### config.mk
export PLATFORM = sky130hd
export DESIGN_NAME = warp_context_table
export DESIGN_NICKNAME = d
export VERILOG_FILES = /design/src/rtl/warp_context_table.sv
export SDC_FILE = /design/constraint.sdc
export NUM_CORES = 1
export LEC_CHECK = 0
export CORE_AREA = 2 2 292 294
export CTS_BUF_LIST = sky130_fd_sc_hd__clkbuf_4
export CTS_CLUSTER_DIAMETER = 50
export DETAILED_ROUTE_END_ITERATION = 10
export DIE_AREA = 0 0 294 296
export PLACE_DENSITY = 0.68
export REMOVE_ABC_BUFFERS = 1
export SLEW_MARGIN = 40
export SYNTH_ARGS = -nofsm -noshare
export SYNTH_HDL_FRONTEND = slang
export SYNTH_SLANG_ARGS = --single-unit
### constraint.sdc
create_clock -name clk -period 3.3 [get_ports clk]
set_input_delay 0.33 -clock clk [delete_from_list [all_inputs] [get_ports clk]]
set_output_delay 0.33 -clock clk [all_outputs]
set_load 0.02 [all_outputs]
### src/rtl/warp_context_table.sv
// rtl/warp_context_table.sv - per-warp PC/mask/status/age context table with barrier release
// Optional per-warp aging is built when WARP_CTX_AGE_EN is defined.
module warp_context_table #(
  parameter int WARPS_PER_CORE = 8,
  parameter int NUM_WARPS      = WARPS_PER_CORE,
  parameter int DATA_WIDTH     = 32,
  parameter int WARP_SIZE      = 32,
  parameter int PC_INCR        = 4,
  parameter int WARP_ID_WIDTH  = (NUM_WARPS > 1) ? $clog2(NUM_WARPS) : 1
) (
  input  logic                            clk,
  input  logic                            rst,
  input  logic                            launch_valid,
  input  logic [WARP_ID_WIDTH-1:0]        launch_warp_id,
  input  logic [DATA_WIDTH-1:0]           launch_pc,
  input  logic [WARP_SIZE-1:0]            launch_mask,
  output logic                            launch_ready,
  input  logic                            issue_ack,
  input  logic [WARP_ID_WIDTH-1:0]        issue_warp_id,
  input  logic                            pc_wr_valid,
  input  logic [WARP_ID_WIDTH-1:0]        pc_wr_warp_id,
  input  logic [DATA_WIDTH-1:0]           pc_wr_pc,
  input  logic [WARP_SIZE-1:0]            pc_wr_mask,
  input  logic                            evt_valid,
  input  logic [WARP_ID_WIDTH-1:0]        evt_warp_id,
  input  logic [1:0]                      evt_op,
  output logic [NUM_WARPS*DATA_WIDTH-1:0] ctx_pc,
  output logic [NUM_WARPS*WARP_SIZE-1:0]  ctx_mask,
  output logic [NUM_WARPS*3-1:0]          ctx_status,
  output logic [NUM_WARPS*8-1:0]          ctx_age,
  output logic [NUM_WARPS-1:0]            ctx_valid,
  output logic                            bar_release
);

  localparam logic [2:0] WARP_READY   = 3'd1;
  localparam logic [2:0] WARP_WAITING = 3'd2;
  localparam logic [2:0] WARP_BLOCKED = 3'd3;
  localparam logic [2:0] WARP_DONE    = 3'd4;

  localparam logic [1:0] EVT_WAIT    = 2'd0;
  localparam logic [1:0] EVT_WAKE    = 2'd1;
  localparam logic [1:0] EVT_BARRIER = 2'd2;
  localparam logic [1:0] EVT_EXIT    = 2'd3;

  logic [DATA_WIDTH-1:0] pc_q     [NUM_WARPS];
  logic [WARP_SIZE-1:0]  mask_q   [NUM_WARPS];
  logic [2:0]            status_q [NUM_WARPS];
  logic [NUM_WARPS-1:0]  valid_q;

  logic [NUM_WARPS-1:0]  launch_hit;
  logic [NUM_WARPS-1:0]  issue_hit;
  logic [NUM_WARPS-1:0]  pcwr_hit;
  logic [NUM_WARPS-1:0]  evt_hit;
  logic                  release_now;
  logic                  any_blocked;
  logic                  any_unblocked;

  // Ids that match no slot never raise a hit, which filters out-of-range ids.
  always_comb begin
    launch_ready  = 1'b0;
    launch_hit    = '0;
    issue_hit     = '0;
    pcwr_hit      = '0;
    evt_hit       = '0;
    any_blocked   = 1'b0;
    any_unblocked = 1'b0;
    for (int w = 0; w < NUM_WARPS; w++) begin
      if (launch_warp_id == WARP_ID_WIDTH'(w))
        launch_ready = !valid_q[w] || (status_q[w] == WARP_DONE);
      if (valid_q[w] && status_q[w] == WARP_BLOCKED)
        any_blocked = 1'b1;
      if (valid_q[w] && status_q[w] != WARP_BLOCKED && status_q[w] != WARP_DONE)
        any_unblocked = 1'b1;
    end
    for (int w = 0; w < NUM_WARPS; w++) begin
      launch_hit[w] = launch_valid && launch_ready && (launch_warp_id == WARP_ID_WIDTH'(w));
      issue_hit[w]  = issue_ack && (issue_warp_id == WARP_ID_WIDTH'(w)) &&
                      valid_q[w] && (status_q[w] == WARP_READY);
      pcwr_hit[w]   = pc_wr_valid && (pc_wr_warp_id == WARP_ID_WIDTH'(w)) && valid_q[w];
      evt_hit[w]    = evt_valid && (evt_warp_id == WARP_ID_WIDTH'(w)) && valid_q[w];
    end
    release_now = any_blocked && !any_unblocked;
  end

  always_ff @(posedge clk) begin
    if (rst) begin
      valid_q     <= '0;
      bar_release <= 1'b0;
      for (int w = 0; w < NUM_WARPS; w++) begin
        pc_q[w]     <= '0;
        mask_q[w]   <= '0;
        status_q[w] <= WARP_DONE;
      end
    end else begin
      bar_release <= release_now;
      for (int w = 0; w < NUM_WARPS; w++) begin
        if (launch_hit[w]) begin
          valid_q[w] <= 1'b1;
          pc_q[w]    <= launch_pc;
          mask_q[w]  <= launch_mask;
        end else if (pcwr_hit[w]) begin
          pc_q[w]    <= pc_wr_pc;
          mask_q[w]  <= pc_wr_mask;
        end else if (issue_hit[w]) begin
          pc_q[w]    <= pc_q[w] + DATA_WIDTH'(PC_INCR);
        end

        if (launch_hit[w]) begin
          status_q[w] <= WARP_READY;
        end else if (evt_hit[w] && evt_op == EVT_EXIT) begin
          status_q[w] <= WARP_DONE;
        end else if (release_now && valid_q[w] && status_q[w] == WARP_BLOCKED) begin
          status_q[w] <= WARP_READY;
        end else if (evt_hit[w]) begin
          case (evt_op)
            EVT_WAIT:    if (status_q[w] == WARP_READY)   status_q[w] <= WARP_WAITING;
            EVT_WAKE:    if (status_q[w] == WARP_WAITING) status_q[w] <= WARP_READY;
            EVT_BARRIER: if (status_q[w] == WARP_READY)   status_q[w] <= WARP_BLOCKED;
            default:     status_q[w] <= status_q[w];
          endcase
        end
      end
    end
  end

`ifdef WARP_CTX_AGE_EN
  logic [7:0] age_q [NUM_WARPS];

  always_ff @(posedge clk) begin
    if (rst) begin
      for (int w = 0; w < NUM_WARPS; w++) age_q[w] <= '0;
    end else begin
      for (int w = 0; w < NUM_WARPS; w++) begin
        if (launch_hit[w] || issue_hit[w])
          age_q[w] <= '0;
        else if (valid_q[w] && status_q[w] != WARP_DONE && age_q[w] != 8'hFF)
          age_q[w] <= age_q[w] + 8'd1;
      end
    end
  end

  always_comb begin
    ctx_age = '0;
    for (int w = 0; w < NUM_WARPS; w++) ctx_age[w*8 +: 8] = age_q[w];
  end
`else
  assign ctx_age = '0;
`endif

  always_comb begin
    ctx_pc     = '0;
    ctx_mask   = '0;
    ctx_status = '0;
    for (int w = 0; w < NUM_WARPS; w++) begin
      ctx_pc[w*DATA_WIDTH +: DATA_WIDTH] = pc_q[w];
      ctx_mask[w*WARP_SIZE +: WARP_SIZE] = mask_q[w];
      ctx_status[w*3 +: 3]               = status_q[w];
    end
  end

  assign ctx_valid = valid_q;

endmodule

==> flow_results.org <==
** Synth
- Among all flip-flop cells after synthesis, the most frequent one is edfxtp_1.
- Post-synth ARST share :: 0
- Synthesized-area fraction occupied by adder cells :: 0.003139
- Dividing the synthesized area by the synthesized cell count gives 10.15 um^2.
- By area the synthesized netlist is led by edfxtp_1 50%, nand2_1 4.7%, xor2_1 4.3%, a21oi_1 3.9%, nand3_1 3.1%.
- The share of synthesized area in the top cell type comes to 0.5047.
- The synthesized design contains 536 enable-type register cells.
- The share of the synthesized area in compound gates (AO/OA/AOI/OAI) came to 0.1548.
- Main combinational cell family by area after synthesis :: simple AND/OR/NAND/NOR gates
- Instance count of the mapped netlist :: 3141
- Of the total synthesized cell area, the portion taken by XOR and XNOR cells is 0.05987.
- After synthesis, the share of cell area in mux cells is 0.02899.
- Synthesized area :: 31890 um^2
- Cell taking the most area after synthesis :: edfxtp_1
- After synthesis, the netlist uses 82 different library cells.
- Count of state elements after synthesis :: 545
- The Yosys step of the flow raised 0 warnings.
- Of the synthesized area, sequential elements account for 0.5104.
- Of the total synthesized cell area, the portion taken by AND, OR, NAND and NOR gates is 0.1797.

** Pwr
- Standby leakage power :: 15.24 nW
- Across the VDD grid, the largest voltage drop is 0.2911 mV.
- Power density cells :: 414.7 nW/um^2
- Post-layout total power :: 17.52 mW

** Placed design
- Input and output buffers added on the ports amount to 693.
- At the end of routability-driven placement, the weighted congestion stood at 0.9975.
- After legalization and detailed placement, the total HPWL measured 105500 um.
- The placed instances occupy a cell area of 40130 um^2.
- Timing analysis after detailed placement gives a worst setup slack of 229.5 ps.
- After detailed placement, the design holds a cell count of 4759.

** Setup path
- Data on the critical path is required at its endpoint by 2970 ps.
- CP Launch Type :: flop
- The critical path goes through or3b_1, a32o_1, inv_1, mux4_2, clkdlybuf4s15_2.
- Arr. time, crit path :: 2850 ps
- The largest individual stage delay along the critical path comes from the cell mux4_2.
- For this run, the slowest stage of the critical path takes 520 ps.
- STA classifies the critical path endpoint as an output port.
- Of all nets on the critical path, the largest fanout is 5.
- The critical path is of the reg2out type.

** Final layout
- Area of the multi-input gates :: 14060 um^2
- With fillers left out, the area of the finished cells amounts to 42250 um^2.
- The layout has 7712 filler cells.
- In the final layout, flip-flops and latches occupy 16280 um^2.
- In the final layout, the share of cells above drive strength 1 is 0.1214.
- For this run, the number of standard cells in the final layout without fillers is 5052.
- From synthesis to final layout, the design area changed by 32.49%.
- At the end of the flow, the number of nets in the layout was 3998.

** Timing
- Final hold violation count :: 0
- In the finished design, the share of the clock period the worst path needs comes to 0.9647.
- Shortest period the worst path allows :: 3183 ps
- Max-slew violation count :: 0
- Post-layout worst setup margin :: 116.6 ps
- The worst pin sits at a relative slew slack of 0.3375.
- Post-route clock skew :: 83.25 ps
- Sum of negative setup slack :: 0 ps
- For the pin with the worst max-slew slack, the measured transition is 990.7 ps.
- Setup violations remaining at the end of the flow were counted as 0.
- Derived from the worst setup path, the maximum achievable clock frequency is 314.1 MHz.

** Floorplan
- Effective utilization at floorplan :: 0.3787
- From bottom edge to top edge, the die measures 296 um.
- The floorplan step defined a die boundary enclosing 87020 um^2.
- Count of boundary I/O pins :: 758
- Placeable core area :: 84210 um^2
- Row count :: 107
- Horizontal die dimension :: 294 um

** GRT
- The via count of the first global-routing pass came to 29183.
- Entering global routing, the biggest net connects 84 pins.
- Global-route congestion overflow total :: 0
- The initial antenna violation count is 18.
- For this run, the total global-route usage over all layers was measured as 0.3333.
- Global-route wire length before repair :: 209100 um

** Min path
- Worst min path class :: in2reg

** CTS
- The longest clock path from root to sink contains 3 buffers.
- The clock drives 545 sinks.
- Clk root buf :: clkbuf_4
- Htree depth :: 4
- TritonCTS built the clock tree.
- Clock slew seen by the registers of the worst setup and hold paths :: 60 ps
- The later pin in the worst-skew pair is clocked with a latency of 1090 ps.
- The number of clock buffers added by TritonCTS is 152.

** Route
- DRC violations left :: 0
- For this run, the detailed router's first-pass iteration total came to 6.
- Routed wire length per instance :: 30.01 um
- In this run the remaining antenna-violating nets after routing total 0.
- Dividing the detail-routed via count by the number of cells gives 6.195.
- The first routing iteration left 4222 violations.
- Wires add up to 151600 um.
- For this block, the via count after detailed routing is 31298.

** Outcome
- Outcome :: completed

** Job
- Max-cap violations in this run came to 0.
[report_power, final]
part	switching, mW	total [mW]	internal, mW
Combinational	1.78	2.85	1.07
Clock	3.15	6.35	3.20
Sequential	0.346	8.32	7.98
Total	5.28	17.5	12.2
[state kept, by name (all words and copies together), names as in the netlist]
register	flops
status_q	24
bar_release	1
ctx_valid	8
mask_q	256
pc_q	256
[what timing repair did]
action / CTS / global route
hold buffers: 6 / 0
pin swaps: 0 / 0
buffers inserted: 8 / 5
hold endpoints to repair: 62 / 0
resized for setup: 10 / 0
endpoints found under the setup margin: 1 / 1
[path summary, 6_finish.rpt]
path | from | endpoint | slack [ps] | cells after the start
worst max-delay path | status_q[1][5] | launch_ready | 120 | 5
worst min-delay path | launch_mask[30] | mask_q[0][126] | 180 | 3
worst max register to register | status_q[1][10] | pc_q[1][105] | 190 | 8
worst min register to register | ctx_valid[7] | ctx_valid[7] | 630 | 2
[area by class of cell]
| type | count | area share |
|---|---|---|
| Sequential cell | 545 | 0.3853 |
| Inverter | 34 | 0.003050 |
| Clock buffer | 226 | 0.04016 |
| Tap cell | 1090 | 0.03228 |
| Antenna cell | 17 | 0.001007 |
| Multi-Input combinational cell | 2256 | 0.3328 |
| Clock inverter | 31 | 0.004501 |
| Timing Repair Buffer | 853 | 0.2009 |
[cells in the mapped netlist (all sizes together) (5+ instances only)]
| library cell | n |
|---|---|
| a21boi | 14 |
| a21o | 9 |
| a21oi | 249 |
| a221o | 8 |
| a22o | 91 |
| a22oi | 23 |
| a2bb2oi | 22 |
| a31oi | 32 |
| a32oi | 20 |
| and2 | 23 |
| and3 | 42 |
| and4 | 38 |
| buf | 214 |
| clkbuf | 155 |
| dfxtp | 9 |
| edfxtp | 536 |
| ha | 8 |
| inv | 34 |
| mux2i | 89 |
| nand2 | 402 |
| nand2b | 14 |
| nand3 | 195 |
| nand4 | 104 |
| nand4b | 10 |
| nand4bb | 6 |
| nor2 | 136 |
| nor2b | 30 |
| nor3 | 45 |
| nor3b | 5 |
| nor4 | 22 |
| nor4bb | 7 |
| o211ai | 12 |
| o21ai | 80 |
| o221ai | 10 |
| o22ai | 144 |
| o31ai | 7 |
| or2 | 7 |
| or3 | 9 |
| or3b | 13 |
| xnor2 | 61 |
| xor2 | 157 |
[cell families after synthesis]
group	Yosys count
AOI/OAI and AO/OA	751
xor gates and xnor gates	218
adders and majority gates	8
buffers and inverters	403
DFF	545
muxes	91
other	1
and+or+nand+nor	1124
[cell usage in the layout (no fill, tap or decap), types with 65 or more instances in the layout]
master           count
nor2_1             131
a21oi_1            246
o22ai_1            144
xor2_1             157
a22o_1              91
o21ai_0             65
nand2_1            395
edfxtp_1           536
mux2i_1             89
clkdlybuf4s50_1    687
nand3_1            193
clkbuf_4           226
buf_4              126
nand4_1            104
[metal layers]
layer,track usage,vias to the layer above,wire (um)
li1,-,13160,-
met3,0.1001,526,19130
met4,0.2028,10,10010
met2,0.5229,2649,68400
met5,0,-,55
met1,0.4040,14953,54000
[through the flow]
stage	hold slack [ps]	utilization
floorplan	399.1	-
global placement	636.8	0.4768
detailed placement	645.2	0.4766
CTS	66.17	0.5006
global route	134.6	0.5016
finish	180.4	0.5017
[critical path: cells and delay by family (launching register included)]
kind	cells	cell delay, ps
mux	1	520
flops	1	460
buf+inv	2	350
simple gates	1	280
compound gates	1	220
(Power assumes the default switching activity.)
